## src/rtl/verificador_contador16b_pkg.sv

```systemverilog
// Shared definitions for the 16-bit counter checker: mode encodings,
// checker FSM states and the observed counter width.
package verificador_contador16b_pkg;

  localparam int CNT_W = 16;

  typedef enum logic [1:0] {
    MODO_SUBE  = 2'b00,
    MODO_BAJA1 = 2'b01,
    MODO_BAJA3 = 2'b10,
    MODO_CARGA = 2'b11
  } modo_t;

  typedef enum logic [1:0] {
    ST_UNSYNC = 2'b00,
    ST_SYNC   = 2'b01,
    ST_RESYNC = 2'b10
  } estado_t;

endpackage

```

## src/rtl/verificador_contador16b_modelo_siguiente.sv

```systemverilog
// Golden next-state function of the observed counter: next Q and next RCO
// from the current value and the control inputs sampled at the edge.
module modelo_siguiente
  import verificador_contador16b_pkg::*;
(
  input  logic [CNT_W-1:0] q,
  input  logic             enb,
  input  logic [1:0]       modo,
  input  logic [CNT_W-1:0] d,
  output logic [CNT_W-1:0] q_next,
  output logic             rco_next
);

  always_comb begin
    q_next   = q;
    rco_next = 1'b0;
    if (enb) begin
      case (modo_t'(modo))
        MODO_SUBE: begin
          q_next   = q + CNT_W'(1);
          rco_next = (q == '1);
        end
        MODO_BAJA1: begin
          q_next   = q - CNT_W'(1);
          rco_next = (q == '0);
        end
        MODO_BAJA3: begin
          q_next   = q - CNT_W'(3);
          rco_next = (q < CNT_W'(3));
        end
        MODO_CARGA: begin
          q_next   = d;
          rco_next = 1'b0;
        end
      endcase
    end
  end

endmodule

```

## src/rtl/verificador_contador16b.sv

```systemverilog
// Online checker for a 16-bit up/down/load counter: tracks the counter with
// a reference model and flags Q, RCO and parity mismatches once aligned.
module verificador_contador16b
  import verificador_contador16b_pkg::*;
#(
  parameter int ERR_W = 8
) (
  input  logic             CLK,
  input  logic             RESET_L,
  input  logic             ENB,
  input  logic [1:0]       MODO,
  input  logic [CNT_W-1:0] D,
  input  logic [CNT_W-1:0] Q,
  input  logic             RCO,
  input  logic             Paridad,
  output logic             SYNC,
  output logic             ERR,
  output logic             ERR_Q,
  output logic             ERR_RCO,
  output logic             ERR_PAR,
  output logic [ERR_W-1:0] ERR_CNT,
  output logic [CNT_W-1:0] EXP_Q
);

  estado_t          state, state_next;
  logic [CNT_W-1:0] exp_q, exp_q_next, model_base, model_q;
  logic             exp_rco, exp_rco_next, model_rco;
  logic             carga, compara, mis_q, mis_rco, mis_par, mis_any;

  assign carga   = ENB && (modo_t'(MODO) == MODO_CARGA);
  assign compara = (state == ST_SYNC);
  assign mis_q   = compara && (Q != exp_q);
  assign mis_rco = compara && (RCO != exp_rco);
  assign mis_par = compara && (Paridad != ^Q);
  assign mis_any = mis_q || mis_rco || mis_par;

  // On a Q mismatch the model re-seeds from the observed value instead.
  assign model_base = mis_q ? Q : exp_q;

  modelo_siguiente u_modelo (
    .q       (model_base),
    .enb     (ENB),
    .modo    (MODO),
    .d       (D),
    .q_next  (model_q),
    .rco_next(model_rco)
  );

  always_comb begin
    state_next   = state;
    exp_q_next   = model_q;
    exp_rco_next = model_rco;
    case (state)
      ST_UNSYNC: begin
        if (!carga) begin
          exp_q_next   = exp_q;
          exp_rco_next = 1'b0;
        end
      end
      ST_SYNC: begin
        if (mis_q) state_next = ST_RESYNC;
      end
      ST_RESYNC: state_next = ST_SYNC;
      default:   state_next = ST_UNSYNC;
    endcase
    if (carga) state_next = ST_SYNC;
  end

  always_ff @(posedge CLK or negedge RESET_L) begin
    if (!RESET_L) begin
      state   <= ST_UNSYNC;
      exp_q   <= '0;
      exp_rco <= 1'b0;
      ERR     <= 1'b0;
      ERR_Q   <= 1'b0;
      ERR_RCO <= 1'b0;
      ERR_PAR <= 1'b0;
      ERR_CNT <= '0;
    end else begin
      state   <= state_next;
      exp_q   <= exp_q_next;
      exp_rco <= exp_rco_next;
      ERR     <= mis_any;
      ERR_Q   <= ERR_Q | mis_q;
      ERR_RCO <= ERR_RCO | mis_rco;
      ERR_PAR <= ERR_PAR | mis_par;
      if (mis_any && (ERR_CNT != '1)) ERR_CNT <= ERR_CNT + ERR_W'(1);
    end
  end

  assign SYNC  = (state == ST_SYNC);
  assign EXP_Q = exp_q;

endmodule

```

## config.mk

```make
export PLATFORM = sky130hd
export DESIGN_NAME = verificador_contador16b
export DESIGN_NICKNAME = d
export VERILOG_FILES = /design/src/rtl/verificador_contador16b_pkg.sv /design/src/rtl/verificador_contador16b_modelo_siguiente.sv /design/src/rtl/verificador_contador16b.sv
export SDC_FILE = /design/constraint.sdc
export NUM_CORES = 1
export LEC_CHECK = 0
export BUFFER_PORTS_ARGS = -buffer_cell sky130_fd_sc_hd__buf_2
export CORE_AREA = 3 3 97 99
export DETAILED_ROUTE_END_ITERATION = 8
export DIE_AREA = 0 0 100 102
export SKIP_CTS_REPAIR_TIMING = 1
export SLEW_MARGIN = 40
export SYNTH_ARGS = -nofsm -noshare
export SYNTH_HDL_FRONTEND = slang
export SYNTH_SLANG_ARGS = --single-unit
```

## constraint.sdc

```tcl
create_clock -name CLK -period 7.65 [get_ports CLK]
set_input_delay 0.765 -clock CLK [delete_from_list [all_inputs] [get_ports CLK]]
set_output_delay 0.765 -clock CLK [all_outputs]
set_load 0.02 [all_outputs]
```

==> results of run 1 <==
[power breakdown]
part | switching [mW] | internal [mW]
logic | 0.515 | 0.352
clock network | 0.0688 | 0.0819
registers | 0.108 | 0.220
total | 0.692 | 0.654
[cells by family (layout without fill, tap and decap cells)]
kind of cell	count (synthesis)	after routing	share of synthesized area
AO/OA/AOI/OAI	109	109	0.208
XOR/XNOR	64	64	0.159
adder cells (fa/ha/maj)	18	18	0.0659
buffers and inverters	40	96	0.0553
flip-flops	31	31	0.220
multiplexers	25	25	0.0727
AND/OR/NAND/NOR	153	153	0.219
[layout by cell type, fill, tap and decap left out, drive strengths merged, types with 4 or more instances in the layout]
cell	synthesis	final
mux2	5	5
o22ai	4	4
and3	4	4
nor2b	6	6
clkbuf	14	7
mux2i	20	20
xor2	11	11
o211ai	11	11
dfrtp	31	31
nand4	10	10
nor4	8	8
nand2b	5	5
or3	8	8
buf	7	69
nand2	46	46
o21ai	22	22
nor2	41	41
ha	17	17
nor3	8	8
a21oi	34	34
a31oi	10	10
nand3	8	8
xnor2	53	53
inv	19	19
[sequential cells by signal (all words and copies together) (netlist names)]
register and flops:
ERR_CNT 8, ERR 1, ERR_RCO 1, ERR_PAR 1, EXP_Q 16, ERR_Q 1, exp_rco 1, state 2
[worst max path at each step]
| stage | startpoint | endpoint | slack, ns | cells past startpoint |
|---|---|---|---|---|
| 6_report | Q[15] | EXP_Q[14]$_DFFE_PN0P_ | 2.52 | 18 |
| 4_1_cts | Q[15] | EXP_Q[14]$_DFFE_PN0P_ | 2.67 | 18 |
| 2_1_floorplan | Q[0] | EXP_Q[14]$_DFFE_PN0P_ | 3.29 | 20 |
| 5_1_grt | Q[15] | EXP_Q[14]$_DFFE_PN0P_ | 2.25 | 18 |
| 3_5_place_dp | Q[15] | EXP_Q[14]$_DFFE_PN0P_ | 2.38 | 18 |
| 3_3_place_gp | Q[15] | EXP_Q[14]$_DFFE_PN0P_ | 2.42 | 18 |
[critical path, delay by kind of cell]
| kind | cells | cell delay, ns |
|---|---|---|
| AO/OA/AOI/OAI | 8 | 1.68 |
| XOR/XNOR | 2 | 0.44 |
| adder cells (fa/ha/maj) | 1 | 0.33 |
| buffers and inverters | 2 | 0.24 |
| multiplexers | 1 | 0.47 |
| AND/OR/NAND/NOR | 4 | 1.38 |
[stage by stage]
stage	cells	instance area [sq um]	utilization	power [mW]	setup WS, ns
6_report	604	4000	0.463	1.35	2.52
5_1_grt	604	4000	0.463	1.46	2.25
4_1_cts	604	4000	0.463	1.34	2.67
3_5_place_dp	596	3890	0.451	1.19	2.38
3_3_place_gp	596	3890	0.451	1.18	2.42
2_1_floorplan	440	3530	-	0.956	3.29
[metal layers]
metal	part of all wire	wire [microns]	vias up
met4	0.019	199	0
met3	0.059	611	24
met1	0.46	4790	1627
li1	-	-	1687
met2	0.46	4790	139
met5	0	0	-
[final cells by class]
cell class | count | area (sq um)
flip-flops and latches | 31 | 776
fillers | 897 | 4640
multi-input cells | 369 | 2560
well taps | 108 | 135
inverters | 19 | 71.3
repair buffers | 69 | 353
clock buffers | 7 | 96.3
clock inverters | 1 | 7.51
==> flow_metrics.py, run 1 <==
metrics = {
    "clock_tree": {
        "clk_path_buf_depth": 2,
        "htreeDepth": 2,
        "cts_tree": "yes",
        "clk_latency_ns": 0.29,
        "cts_buffers": 5,
        "cts.sinks": 31,
        "path_clk_slew_ns": 0.07,
        "cts_root_buffer": "clkbuf_8",
    },
    "min_path": {
        "hold_class": "in -> async",
    },
    "logic_synthesis": {
        "synth_cell_type_count": 65,
        "synth_edf_count": 0,
        "yosys-top-cells-area": "dfrtp_1 (22%), xnor2_1 (13%), ha_1 (6.0%)",
        "syn-cell-area_sq_um": 3530,
        "synth.yosys.seq_area_share": 0.220,
        "yosysMostFrequentCell": "xnor2_1",
        "async_reset_ff_frac": 1.00,
        "synth_warnings": 0,
        "ys_seq_elements": 31,
        "synth_cells": 440,
        "avgSynthCellArea_sq_um": 8.02,
        "synth_nets": 497,
        "yosysTopAreaCell": "dfrtp_1",
        "synth_commonest_cells": "xnor2_1 (53), nand2_1 (45), nor2_1 (41)",
        "synth.top_cell.area_share": 0.220,
        "synth_ff_type": "dfrtp_1",
    },
    "sta": {
        "tightest_slew_ns": 0.801,
        "maxSlewViolCount": 0,
        "fin_tns_setup_ns": 0,
        "min_period_ns": 5.13,
        "hold_viol_final": 0,
        "clock_skew_ns": 0.00765,
        "maxSlewHeadroom": 0.451,
        "setup_violations": 0,
        "min_period_over_period": 0.671,
        "clock.fmax_ghz": 0.195,
        "fin_hold_ws_ns": 0.414,
        "rsz0062_at_grt": "false",
    },
    "worst_setup_path": {
        "end_kind": "flop",
        "cp_data_required_time_ns": 7.83,
        "startpoint_type": "input pin",
        "r2r_cells": 17,
        "worstPathCellList": "buf_2 > xnor2_1 > nand4_1 > nor4_4 > or2b_4 > mux2i_1 > inv_1 > ha_1 > nor2b_1 > o21a_1 > o21ai_0 > a21oi_1 > o21bai_1 > a31oi_1 > o41ai_1 > xor2_1 > a2bb2oi_1 > a21oi_1",
        "cpPeakStageDelay_ns": 0.55,
        "r2r-end": "EXP_Q[14]$_DFFE_PN0P_",
        "crit_top_cell": "a21oi_1",
        "crit_type": "in -> reg",
        "r2r_start": "EXP_Q[15]$_DFFE_PN0P_",
        "worst_ep_arrival_time_ns": 5.31,
        "path_max_fanout": 42,
        "slowest_stage": "or2b_4",
        "ff2ff_setup_slack_ns": 2.64,
    },
    "global_routing": {
        "antenna_found_initial": 0,
        "top_usage_layer": "met2",
        "grt_overflow_total": 0,
        "grt_pass1_wl_mm": 17.0,
        "grt_use_met2": 0.339,
        "grt_pass1_vias": 3338,
        "grt.total_usage": 0.206,
        "met3_usage": 0.0198,
        "grt_use_met1": 0.288,
        "grt_max_degree": 43,
    },
    "finish": {
        "drive_above_1_share": 0.202,
        "antenna_cells": 0,
        "nets": 552,
        "area_delta_synth_final_pct": 13.3,
    },
    "routing": {
        "routedWlPerCell_microns": 17.2,
        "drtIter0Drc": 297,
        "antenna_left": 0,
        "drc": 0,
        "totalWireLength_mm": 10.4,
        "drt-pass1-iter-count": 5,
        "vias_per_cell": 5.76,
        "num_vias": 3477,
    },
    "floorplan": {
        "die_area_sq_um": 10200,
        "die_h_microns": 102,
        "initial_utilization": 0.409,
        "die_w_microns": 100,
        "rows": 34,
        "ios": 68,
        "coreArea_sq_um": 8640,
    },
    "run": {
        "drv_cap": 0,
    },
    "placed_design": {
        "port_buffers": 67,
        "dp_hpwl_mm": 7.90,
        "routabilityCongestion": 0.857,
    },
    "power_and_ir_drop": {
        "vdd_drop_max_v": 0.0000871,
        "leakagePower_nw": 1.76,
        "p_per_area_nw_per_um2": 337,
    },
    "outcome": {
        "outcome": "complete, no violations",
    },
}
(Power assumes the default switching activity.)
==> run 2, diff against run 1 <==
Clock period 7.65 ns to 5.1 ns, I/O delays scaled along.
==> run 2 against run 1 <==
Net effect:
- via count decreased by 0.72%
- die area did not move
- clock-buffer cell count did not move
- final area rose by 0.91%
- clock power rose by 51%
- combinational power up 52%
- global-route usage rose by 0.31 points
- clock skew grew 0.0045 ns
- sequential cell count did not move
- sequential power is 49% higher
- highest routed layer unchanged
==> flow_metrics.py, run 2 (synthesized netlist as in run 1, its figures left out) <==
metrics = {
    "worst_setup_path": {
        "startpoint_type": "flop",
        "cp_num_buf_inv": 1,
        "r2r-end": "EXP_Q[14]$_DFFE_PN0P_",
        "crit_family": "compound AO/OA/AOI/OAI gates",
        "slowest_stage": "dfrtp_1",
        "cpPeakStageDelay_ns": 0.55,
        "worst_ep_arrival_time_ns": 4.71,
        "cp_data_required_time_ns": 5.28,
        "path_max_fanout": 13,
        "crit_type": "reg -> reg",
        "end_kind": "flop",
        "crit_top_cell": "a21oi_1",
        "r2r_start": "EXP_Q[0]$_DFFE_PN0P_",
        "r2r_cells": 17,
        "ff2ff_setup_slack_ns": 0.57,
        "worstPathCellList": "xnor2_1 > nand4_1 > nor4_4 > or2b_4 > mux2i_1 > inv_1 > ha_1 > nor2b_1 > o21a_1 > o21ai_0 > a21oi_1 > o21bai_1 > a31oi_1 > o41ai_1 > xor2_1 > a2bb2oi_1 > a21oi_1",
    },
    "power_and_ir_drop": {
        "swShare": 0.512,
        "leakagePower_nw": 1.78,
        "p_per_area_nw_per_um2": 504,
        "p_int_mw": 0.992,
        "power_mw": 2.03,
        "power_frac_comb": 0.647,
        "p_sw_mw": 1.04,
        "p_clk_frac": 0.112,
        "seq_power_share": 0.241,
        "vdd_drop_max_v": 0.000136,
    },
    "placed_design": {
        "dpl_cell_area_sq_um": 3930,
        "placed_cells_incl_taps": 601,
        "dp_hpwl_mm": 8.09,
        "routabilityCongestion": 0.885,
        "port_buffers": 67,
        "post-place-ws_ns": 0.459,
    },
    "global_routing": {
        "antenna_found_initial": 0,
        "grt_overflow_total": 0,
        "grt_pass1_vias": 3357,
        "grt_max_degree": 39,
        "grt_pass1_wl_mm": 17.2,
        "grt.total_usage": 0.209,
    },
    "finish": {
        "design_area_sq_um": 4040,
        "seqCellArea_sq_um": 776,
        "nets": 557,
        "fin_cells": 609,
        "layout_commonest_cell": "buf_2",
        "largest_reg_flops": 16,
        "drive_above_1_share": 0.208,
        "final_cell_mix": "buf_2 (66), xnor2_1 (53), nand2_1 (45), nor2_1 (41), a21oi_1 (33)",
        "multi_input_area_sq_um": 2560,
        "antenna_cells": 0,
        "nFillCells": 851,
        "area_delta_synth_final_pct": 14.3,
    },
    "clock_tree": {
        "cts_tree": "yes",
        "path_clk_slew_ns": 0.08,
        "clk_latency_ns": 0.30,
        "cts.sinks": 31,
        "cts_buffers": 5,
        "htreeDepth": 2,
        "cts_root_buffer": "clkbuf_8",
        "clk_path_buf_depth": 2,
    },
    "routing": {
        "drt-pass1-iter-count": 4,
        "vias_per_cell": 5.67,
        "antenna_left": 0,
        "totalWireLength_mm": 10.7,
        "drc": 0,
        "routedWlPerCell_microns": 17.6,
        "num_vias": 3452,
        "drtIter0Drc": 217,
    },
    "floorplan": {
        "rows": 34,
        "ios": 68,
        "die_h_microns": 102,
        "coreArea_sq_um": 8640,
        "initial_utilization": 0.409,
        "die_w_microns": 100,
        "die_area_sq_um": 10200,
    },
    "sta": {
        "min_period_over_period": 0.889,
        "fin_tns_setup_ns": 0,
        "setup_violations": 0,
        "clock_skew_ns": 0.0122,
        "clock.fmax_ghz": 0.221,
        "setup_ws_ns": 0.566,
        "maxSlewHeadroom": 0.454,
        "hold_viol_final": 0,
        "tightest_slew_ns": 0.796,
        "maxSlewViolCount": 0,
        "min_period_ns": 4.53,
        "rsz0062_at_grt": "false",
    },
    "outcome": {
        "outcome": "complete, no violations",
    },
    "run": {
        "drv_cap": 0,
    },
    "min_path": {
        "hold_class": "in -> async",
    },
}
==> run 2: final cells by class <==
cell class	count	share of cell area
Inverter	19	0.0177
Clock inverter	1	0.00186
Tap cell	108	0.0335
Timing Repair Buffer	74	0.0967
Clock buffer	7	0.0239
Multi-Input combinational cell	369	0.634
Sequential cell	31	0.192
==> run 2: worst max-delay path by stage <==
stage | startpoint | endpoint | slack (ns) | cells after the start
CTS | EXP_Q[0]$_DFFE_PN0P_ | EXP_Q[14]$_DFFE_PN0P_ | 0.61 | 16
finish | EXP_Q[0]$_DFFE_PN0P_ | EXP_Q[14]$_DFFE_PN0P_ | 0.57 | 17
global route | EXP_Q[0]$_DFFE_PN0P_ | EXP_Q[14]$_DFFE_PN0P_ | 0.26 | 17
detailed placement | Q[3] | EXP_Q[14]$_DFFE_PN0P_ | 0.46 | 17
global placement | Q[3] | EXP_Q[14]$_DFFE_PN0P_ | 0.57 | 17
floorplan | Q[0] | EXP_Q[14]$_DFFE_PN0P_ | 1.0 | 20
==> run 2: through the flow <==
step / hold WS (ns) / util
3_3_place_gp: 0.436 / 0.455
4_1_cts: 0.312 / 0.467
6_report: 0.153 / 0.467
5_1_grt: 0.186 / 0.467
3_5_place_dp: 0.458 / 0.455
2_1_floorplan: 0.214 / -
==> run 2: power by group through the flow <==
stage          combinational [mW]  sequential, mW  clock, mW
2_1_floorplan               0.889           0.545          0
3_3_place_gp                 1.30           0.486          0
3_5_place_dp                 1.30           0.491          0
4_1_cts                      1.31           0.486      0.233
5_1_grt                      1.45           0.503      0.241
6_report                     1.32           0.489      0.228
==> run 2: layer usage <==
layer | up-vias | wire length [microns] | global-route usage
li1 | 1701 | - | -
met4 | 0 | 86 | 0.0591
met5 | - | 0 | 0
met3 | 9 | 505 | 0.0253
met2 | 104 | 5080 | 0.340
met1 | 1638 | 5070 | 0.294
